**src/rtl/boot_load_ctrl_if.sv**
```systemverilog
// Byte-link and imem write-port bundle for boot_load_ctrl.
// master = controller side, slave = link source / imem side.
interface boot_load_ctrl_if #(
  parameter int ADDR_WIDTH = 6
);
  logic                  rx_valid;
  logic [7:0]            rx_data;
  logic                  rx_ready;
  logic                  imem_we;
  logic [ADDR_WIDTH-1:0] imem_addr;
  logic [31:0]           imem_wdata;

  modport master (
    input  rx_valid, rx_data,
    output rx_ready, imem_we, imem_addr, imem_wdata
  );

  modport slave (
    output rx_valid, rx_data,
    input  rx_ready, imem_we, imem_addr, imem_wdata
  );
endinterface

```
**src/rtl/boot_load_ctrl.sv**
```systemverilog
// Boot loader: holds the core in reset, streams a LE length-prefixed image into imem, then releases it.
// Build macro BOOT_CHECKSUM_EN adds a trailing 8-bit payload checksum byte and the CHECK state.
module boot_load_ctrl #(
  parameter int ADDR_WIDTH = 6
) (
  input  logic             clk,
  input  logic             reset,
  input  logic             start,
  boot_load_ctrl_if.master bus,
  output logic             core_reset,
  output logic             done,
  output logic             error
);
  localparam int CW = ADDR_WIDTH + 1;
  localparam logic [CW-1:0] MAX_WORDS = {1'b1, {ADDR_WIDTH{1'b0}}};
  localparam logic [CW-1:0] ONE_W     = {{ADDR_WIDTH{1'b0}}, 1'b1};

  typedef enum logic [2:0] {
    IDLE, LEN, LOAD, RUN, ERR
`ifdef BOOT_CHECKSUM_EN
    , CHECK
`endif
  } state_t;

  state_t                state_q, state_d;
  logic [23:0]           acc_q, acc_d;
  logic [1:0]            bcnt_q, bcnt_d;
  logic [CW-1:0]         widx_q, widx_d;
  logic [CW-1:0]         nwords_q, nwords_d;
  logic                  settle_q, settle_d;
  logic                  rx_ready_q, rx_ready_d;
  logic                  we_q, we_d;
  logic [ADDR_WIDTH-1:0] addr_q, addr_d;
  logic [31:0]           wdata_q, wdata_d;
  logic                  core_reset_q, core_reset_d;
  logic                  done_q, done_d;
  logic                  error_q, error_d;
`ifdef BOOT_CHECKSUM_EN
  logic [7:0]            sum_q, sum_d;
`endif

  logic        fire;
  logic [31:0] word;

  // acc_q holds the previous three bytes; word is the full LE word on the 4th byte
  assign fire = bus.rx_valid & rx_ready_q;
  assign word = {bus.rx_data, acc_q};

  always_comb begin
    state_d  = state_q;
    acc_d    = acc_q;
    bcnt_d   = bcnt_q;
    widx_d   = widx_q;
    nwords_d = nwords_q;
    we_d     = 1'b0;
    addr_d   = addr_q;
    wdata_d  = wdata_q;
`ifdef BOOT_CHECKSUM_EN
    sum_d    = sum_q;
`endif
    unique case (state_q)
      IDLE, RUN, ERR: begin
        if (start) begin
          state_d  = LEN;
          acc_d    = '0;
          bcnt_d   = '0;
          widx_d   = '0;
          nwords_d = '0;
`ifdef BOOT_CHECKSUM_EN
          sum_d    = '0;
`endif
        end
      end
      LEN: begin
        if (fire) begin
          acc_d  = word[31:8];
          bcnt_d = bcnt_q + 2'd1;
          if (bcnt_q == 2'd3) begin
            if ((word[31:CW] != '0) || (word[CW-1:0] == '0) || (word[CW-1:0] > MAX_WORDS)) begin
              state_d = ERR;
            end else begin
              state_d  = LOAD;
              nwords_d = word[CW-1:0];
            end
          end
        end
      end
      LOAD: begin
        if (fire) begin
          acc_d  = word[31:8];
          bcnt_d = bcnt_q + 2'd1;
`ifdef BOOT_CHECKSUM_EN
          sum_d  = sum_q + bus.rx_data;
`endif
          if (bcnt_q == 2'd3) begin
            we_d    = 1'b1;
            addr_d  = widx_q[ADDR_WIDTH-1:0];
            wdata_d = word;
            widx_d  = widx_q + ONE_W;
            if (widx_q == nwords_q - ONE_W) begin
`ifdef BOOT_CHECKSUM_EN
              state_d = CHECK;
`else
              state_d = RUN;
`endif
            end
          end
        end
      end
`ifdef BOOT_CHECKSUM_EN
      CHECK: begin
        if (fire) state_d = (bus.rx_data == sum_q) ? RUN : ERR;
      end
`endif
      default: state_d = IDLE;
    endcase

    rx_ready_d = (state_d == LEN) || (state_d == LOAD);
`ifdef BOOT_CHECKSUM_EN
    if (state_d == CHECK) rx_ready_d = 1'b1;
`endif
    done_d  = (state_d == RUN);
    error_d = (state_d == ERR);
    // core leaves reset only on the second consecutive RUN cycle, after the last imem write commits
    settle_d     = (state_q == RUN) && (state_d == RUN);
    core_reset_d = !(settle_d && settle_q);
  end

  always_ff @(posedge clk or negedge reset) begin
    if (!reset) begin
      state_q      <= IDLE;
      acc_q        <= '0;
      bcnt_q       <= '0;
      widx_q       <= '0;
      nwords_q     <= '0;
      settle_q     <= 1'b0;
      rx_ready_q   <= 1'b0;
      we_q         <= 1'b0;
      addr_q       <= '0;
      wdata_q      <= '0;
      core_reset_q <= 1'b1;
      done_q       <= 1'b0;
      error_q      <= 1'b0;
`ifdef BOOT_CHECKSUM_EN
      sum_q        <= '0;
`endif
    end else begin
      state_q      <= state_d;
      acc_q        <= acc_d;
      bcnt_q       <= bcnt_d;
      widx_q       <= widx_d;
      nwords_q     <= nwords_d;
      settle_q     <= settle_d;
      rx_ready_q   <= rx_ready_d;
      we_q         <= we_d;
      addr_q       <= addr_d;
      wdata_q      <= wdata_d;
      core_reset_q <= core_reset_d;
      done_q       <= done_d;
      error_q      <= error_d;
`ifdef BOOT_CHECKSUM_EN
      sum_q        <= sum_d;
`endif
    end
  end

  assign bus.rx_ready   = rx_ready_q;
  assign bus.imem_we    = we_q;
  assign bus.imem_addr  = addr_q;
  assign bus.imem_wdata = wdata_q;
  assign core_reset     = core_reset_q;
  assign done           = done_q;
  assign error          = error_q;
endmodule

```
**src/flat_wrapper.sv**
```systemverilog
// flat-port wrapper written by rule: the top's interface ports become plain ports
module boot_load_ctrl_flat 
#(
  parameter int ADDR_WIDTH = 6
)
  (clk, reset, start, core_reset, done, error, bus_rx_valid, bus_rx_data, bus_rx_ready, bus_imem_we, bus_imem_addr, bus_imem_wdata);
  boot_load_ctrl_if #(.ADDR_WIDTH(ADDR_WIDTH)) bus_i ();
  input  logic clk;
  input  logic reset;
  input  logic start;
  output logic core_reset;
  output logic done;
  output logic error;
  input wire logic [$bits(bus_i.rx_valid)-1:0] bus_rx_valid;
  input wire logic [$bits(bus_i.rx_data)-1:0] bus_rx_data;
  output wire logic [$bits(bus_i.rx_ready)-1:0] bus_rx_ready;
  output wire logic [$bits(bus_i.imem_we)-1:0] bus_imem_we;
  output wire logic [$bits(bus_i.imem_addr)-1:0] bus_imem_addr;
  output wire logic [$bits(bus_i.imem_wdata)-1:0] bus_imem_wdata;
  assign bus_i.rx_valid = bus_rx_valid;
  assign bus_i.rx_data = bus_rx_data;
  assign bus_rx_ready = bus_i.rx_ready;
  assign bus_imem_we = bus_i.imem_we;
  assign bus_imem_addr = bus_i.imem_addr;
  assign bus_imem_wdata = bus_i.imem_wdata;
  boot_load_ctrl #(.ADDR_WIDTH(ADDR_WIDTH)) u_core (.clk(clk), .reset(reset), .start(start), .bus(bus_i), .core_reset(core_reset), .done(done), .error(error));
endmodule
```
**config.mk**
```make
export PLATFORM = sky130hd
export DESIGN_NAME = boot_load_ctrl_flat
export DESIGN_NICKNAME = d
export VERILOG_FILES = /design/src/rtl/boot_load_ctrl_if.sv /design/src/rtl/boot_load_ctrl.sv /design/src/flat_wrapper.sv
export SDC_FILE = /design/constraint.sdc
export NUM_CORES = 1
export LEC_CHECK = 0
export BUFFER_PORTS_ARGS = -buffer_cell sky130_fd_sc_hd__buf_4
export CORE_MARGIN = 10
export CORE_UTILIZATION = 50
export DETAILED_ROUTE_END_ITERATION = 10
export PLACE_DENSITY_LB_ADDON = 0.12
export SLEW_MARGIN = 20
export SYNTH_ARGS = -nofsm -noshare
export SYNTH_HDL_FRONTEND = slang
export SYNTH_SLANG_ARGS = --single-unit
```
**constraint.sdc**
```tcl
create_clock -name clk -period 3.7 [get_ports clk]
set_input_delay 0.74 -clock clk [delete_from_list [all_inputs] [get_ports clk]]
set_output_delay 0.74 -clock clk [all_outputs]
set_load 0.02 [all_outputs]
```
==> qor.yml <==
status:
  status: "complete, no violations"
sta:
  fin_crit_sh_pct: 64.9
  tightest_slew_ns: 0.934
  rsz0062_at_grt: "false"
  min_period_ns: 2.40
  hold_viol_final: 0
  relSlewSlack_pct: 37.3
  setup_viol: 0
  fin_worst_skew_ns: 0.0101
  maxSlewViolCount: 0
  clock.fmax_ghz: 0.417
  fin_tns_setup_ns: 0
synthesis:
  ys.flop_type: "dfrtp_1"
  yosysWarnings: 0
  synth_cell_type_count: 52
  ys_ff_latch: 87
  synth_async_sr_flop_share_pct: 100
  synth_nets: 398
  syn_area_sq_mm: 0.00382
  synth_cells: 383
  avgSynthCellArea_sq_um: 9.98
  synth_enable_flop_cells: 0
  synth-seq-area-share_pct: 57.0
cells_and_area:
  fillers: 620
  drive_gt1_share_pct: 19.9
  layout_commonest_cell: "nand2_1"
  num_antenna_cells: 0
  most-common-layout-cells: "nand2_1, dfrtp_1, buf_4"
  syn2layout_area_growth_pct: 17.0
  fin_nets: 443
global_routing:
  grt_usage_pct: 14.8
  first_global_vias: 2865
  grt_pass1_wl_um: 14000
  antenna_found_initial: 0
  grt_max_degree: 88
  grt_overflow: 0
clocking:
  clockRootBuffer: "clkbuf_8"
  post-cts-setup-buffers: 0
  cts.clk_slew.worst_paths_ns: 0.08
  cts_tree: "yes"
  h-tree-depth: 3
  clk_path_buf_depth: 2
  cts_hold_buf: 0
  cts-buffers-inserted: 9
  cts_resized: 0
  worstSkewPairLatency_ns: 0.35
  cts.sinks: 87
setup_path:
  reg2reg_setup_slack_ns: 1.30
  crit_chain: "or3b_1, or2_2, a211oi_2, a31oi_1, a41o_1"
  startpoint_type: "flop"
  end_kind: "flop"
  critPathKind: "flop to flop"
  critPathRequiredTime_ns: 3.94
  critPathMaxFanout: 46
  crit_slowest_cell: "or2_2"
  arrival_ns: 2.64
  cp_slowest_stage_delay_ns: 0.62
routing:
  drt_iter0_drc: 118
  wire_per_inst_um: 15.6
  ant_nets: 0
  vias: 2866
  via_per_inst: 5.39
  wl_um: 8320
  drc: 0
  dr.pass1.iters: 4
floorplan:
  die_area_sq_mm: 0.0115
  core_area_sq_mm: 0.00733
  die_y_um: 107
  initial_core_util_pct: 52.1
  placementRows: 31
  die_width_um: 107
  boundaryPins: 55
worst_hold_path:
  hp-class: "flop to flop"
power:
  total_power_mw: 2.47
  ir_drop_v: 0.000240
  p_leak_nw: 2.30
  power_density_mw_per_mm2: 552
placed_design:
  routabilityCongestion: 0.840
  hpwlAfterDp_um: 5660
  port_buffers: 54
run:
  maxCapViolations: 0
## registers in the layout (all words and copies together), names as in the netlist
| name | cells |
|---|---|
| u_core.acc_q | 24 |
| u_core.error | 1 |
| u_core.bus.rx_ready | 1 |
| u_core.bus.imem_we | 1 |
| u_core.widx_q | 7 |
| u_core.bus.imem_addr | 6 |
| u_core.settle_q | 1 |
| u_core.bus.imem_wdata | 32 |
| u_core.done | 1 |
| u_core.bcnt_q | 2 |
| u_core.core_reset | 1 |
| u_core.state_q | 3 |
| u_core.nwords_q | 7 |
## cell families after synthesis
logic type	synth area share, %
buffers and inverters	3.37
multiplexers	0.557
flip-flops	57.0
XOR/XNOR	2.52
AND/OR/NAND/NOR	22.0
adder cells (fa/ha/maj)	0.982
AO/OA/AOI/OAI	13.6
## worst max-delay path, delay by kind of cell (launching register included)
kind / cells / cell delay, ns
and+or+nand+nor: 2 / 1.03
DFF: 1 / 0.54
AOI/OAI and AO/OA: 3 / 0.73
## layout make-up
| cell class | instances | area, sq um | share of cell area, % |
|---|---|---|---|
| clock buffer | 12 | 145 | 3.25 |
| sequential | 87 | 2180 | 48.7 |
| timing repair buffer | 57 | 432 | 9.66 |
| clock inverter | 4 | 55.1 | 1.23 |
| multi-input combinational | 267 | 1510 | 33.9 |
| tap | 99 | 124 | 2.77 |
| inverter | 6 | 22.5 | 0.504 |
## Yosys cell counts (3+ instances only)
| cell type | number | share of area, % |
|---|---|---|
| nand2_1 | 127 | 12 |
| dfrtp_1 | 86 | 56 |
| a22o_1 | 25 | 5.7 |
| nand3_1 | 13 | 1.7 |
| nor2_1 | 13 | 1.3 |
| clkbuf_1 | 12 | 1.2 |
| o21ai_0 | 11 | 1.4 |
| buf_2 | 10 | 1.3 |
| xnor2_1 | 9 | 2.1 |
| nor4_1 | 7 | 1.1 |
| inv_1 | 6 | 0.59 |
| a31oi_1 | 4 | 0.65 |
| nor2b_1 | 4 | 0.65 |
| ha_1 | 3 | 0.98 |
| nor3_1 | 3 | 0.39 |
| o21a_1 | 3 | 0.59 |
| or2_2 | 3 | 0.49 |
## layer usage
| metal | up-vias | GRT usage, % | routed length [um] |
|---|---|---|---|
| li1 | 1400 | - | - |
| met1 | 1405 | 18.3 | 3780 |
| met2 | 51 | 23.9 | 3990 |
| met3 | 10 | 5.27 | 438 |
| met4 | 0 | 4.39 | 106 |
| met5 | - | 0 | 0 |
## worst paths after layout
| path | startpoint | end | cells after the start |
|---|---|---|---|
| max in group asynchronous | reset | u_core.nwords_q[1] | 1 |
| hold / removal | u_core.settle_q | u_core.core_reset | 1 |
| setup reg to reg | u_core.state_q[1] | u_core.widx_q[6] | 5 |
| hold reg to reg | u_core.settle_q | u_core.core_reset | 1 |
| min in group asynchronous | reset | u_core.bus.imem_addr[5] | 1 |
| setup / recovery | u_core.state_q[1] | u_core.widx_q[6] | 5 |
## power by group
group / switching, mW / leakage, nW / internal [mW]
logic: 0.259 / 1.02 / 0.248
clock network: 0.336 / 0.0968 / 0.334
registers: 0.194 / 1.18 / 1.10
total: 0.788 / 2.30 / 1.68
## stage by stage
| step | std cells | worst slack [ns] | instance area (sq um) | hold slack, ns | util [%] |
|---|---|---|---|---|---|
| global placement | 516 | 1.16 | 4270 | 0.364 | 58.2 |
| global route | 532 | 1.10 | 4470 | 0.395 | 61.0 |
| finish | 532 | 1.30 | 4470 | 0.376 | 61.0 |
| CTS | 532 | 1.27 | 4470 | 0.387 | 60.9 |
| floorplan | 383 | 1.50 | 3820 | 0.348 | - |
| detailed placement | 516 | 1.14 | 4270 | 0.374 | 58.2 |
Note: power is estimated with default switching activity, not from simulation.
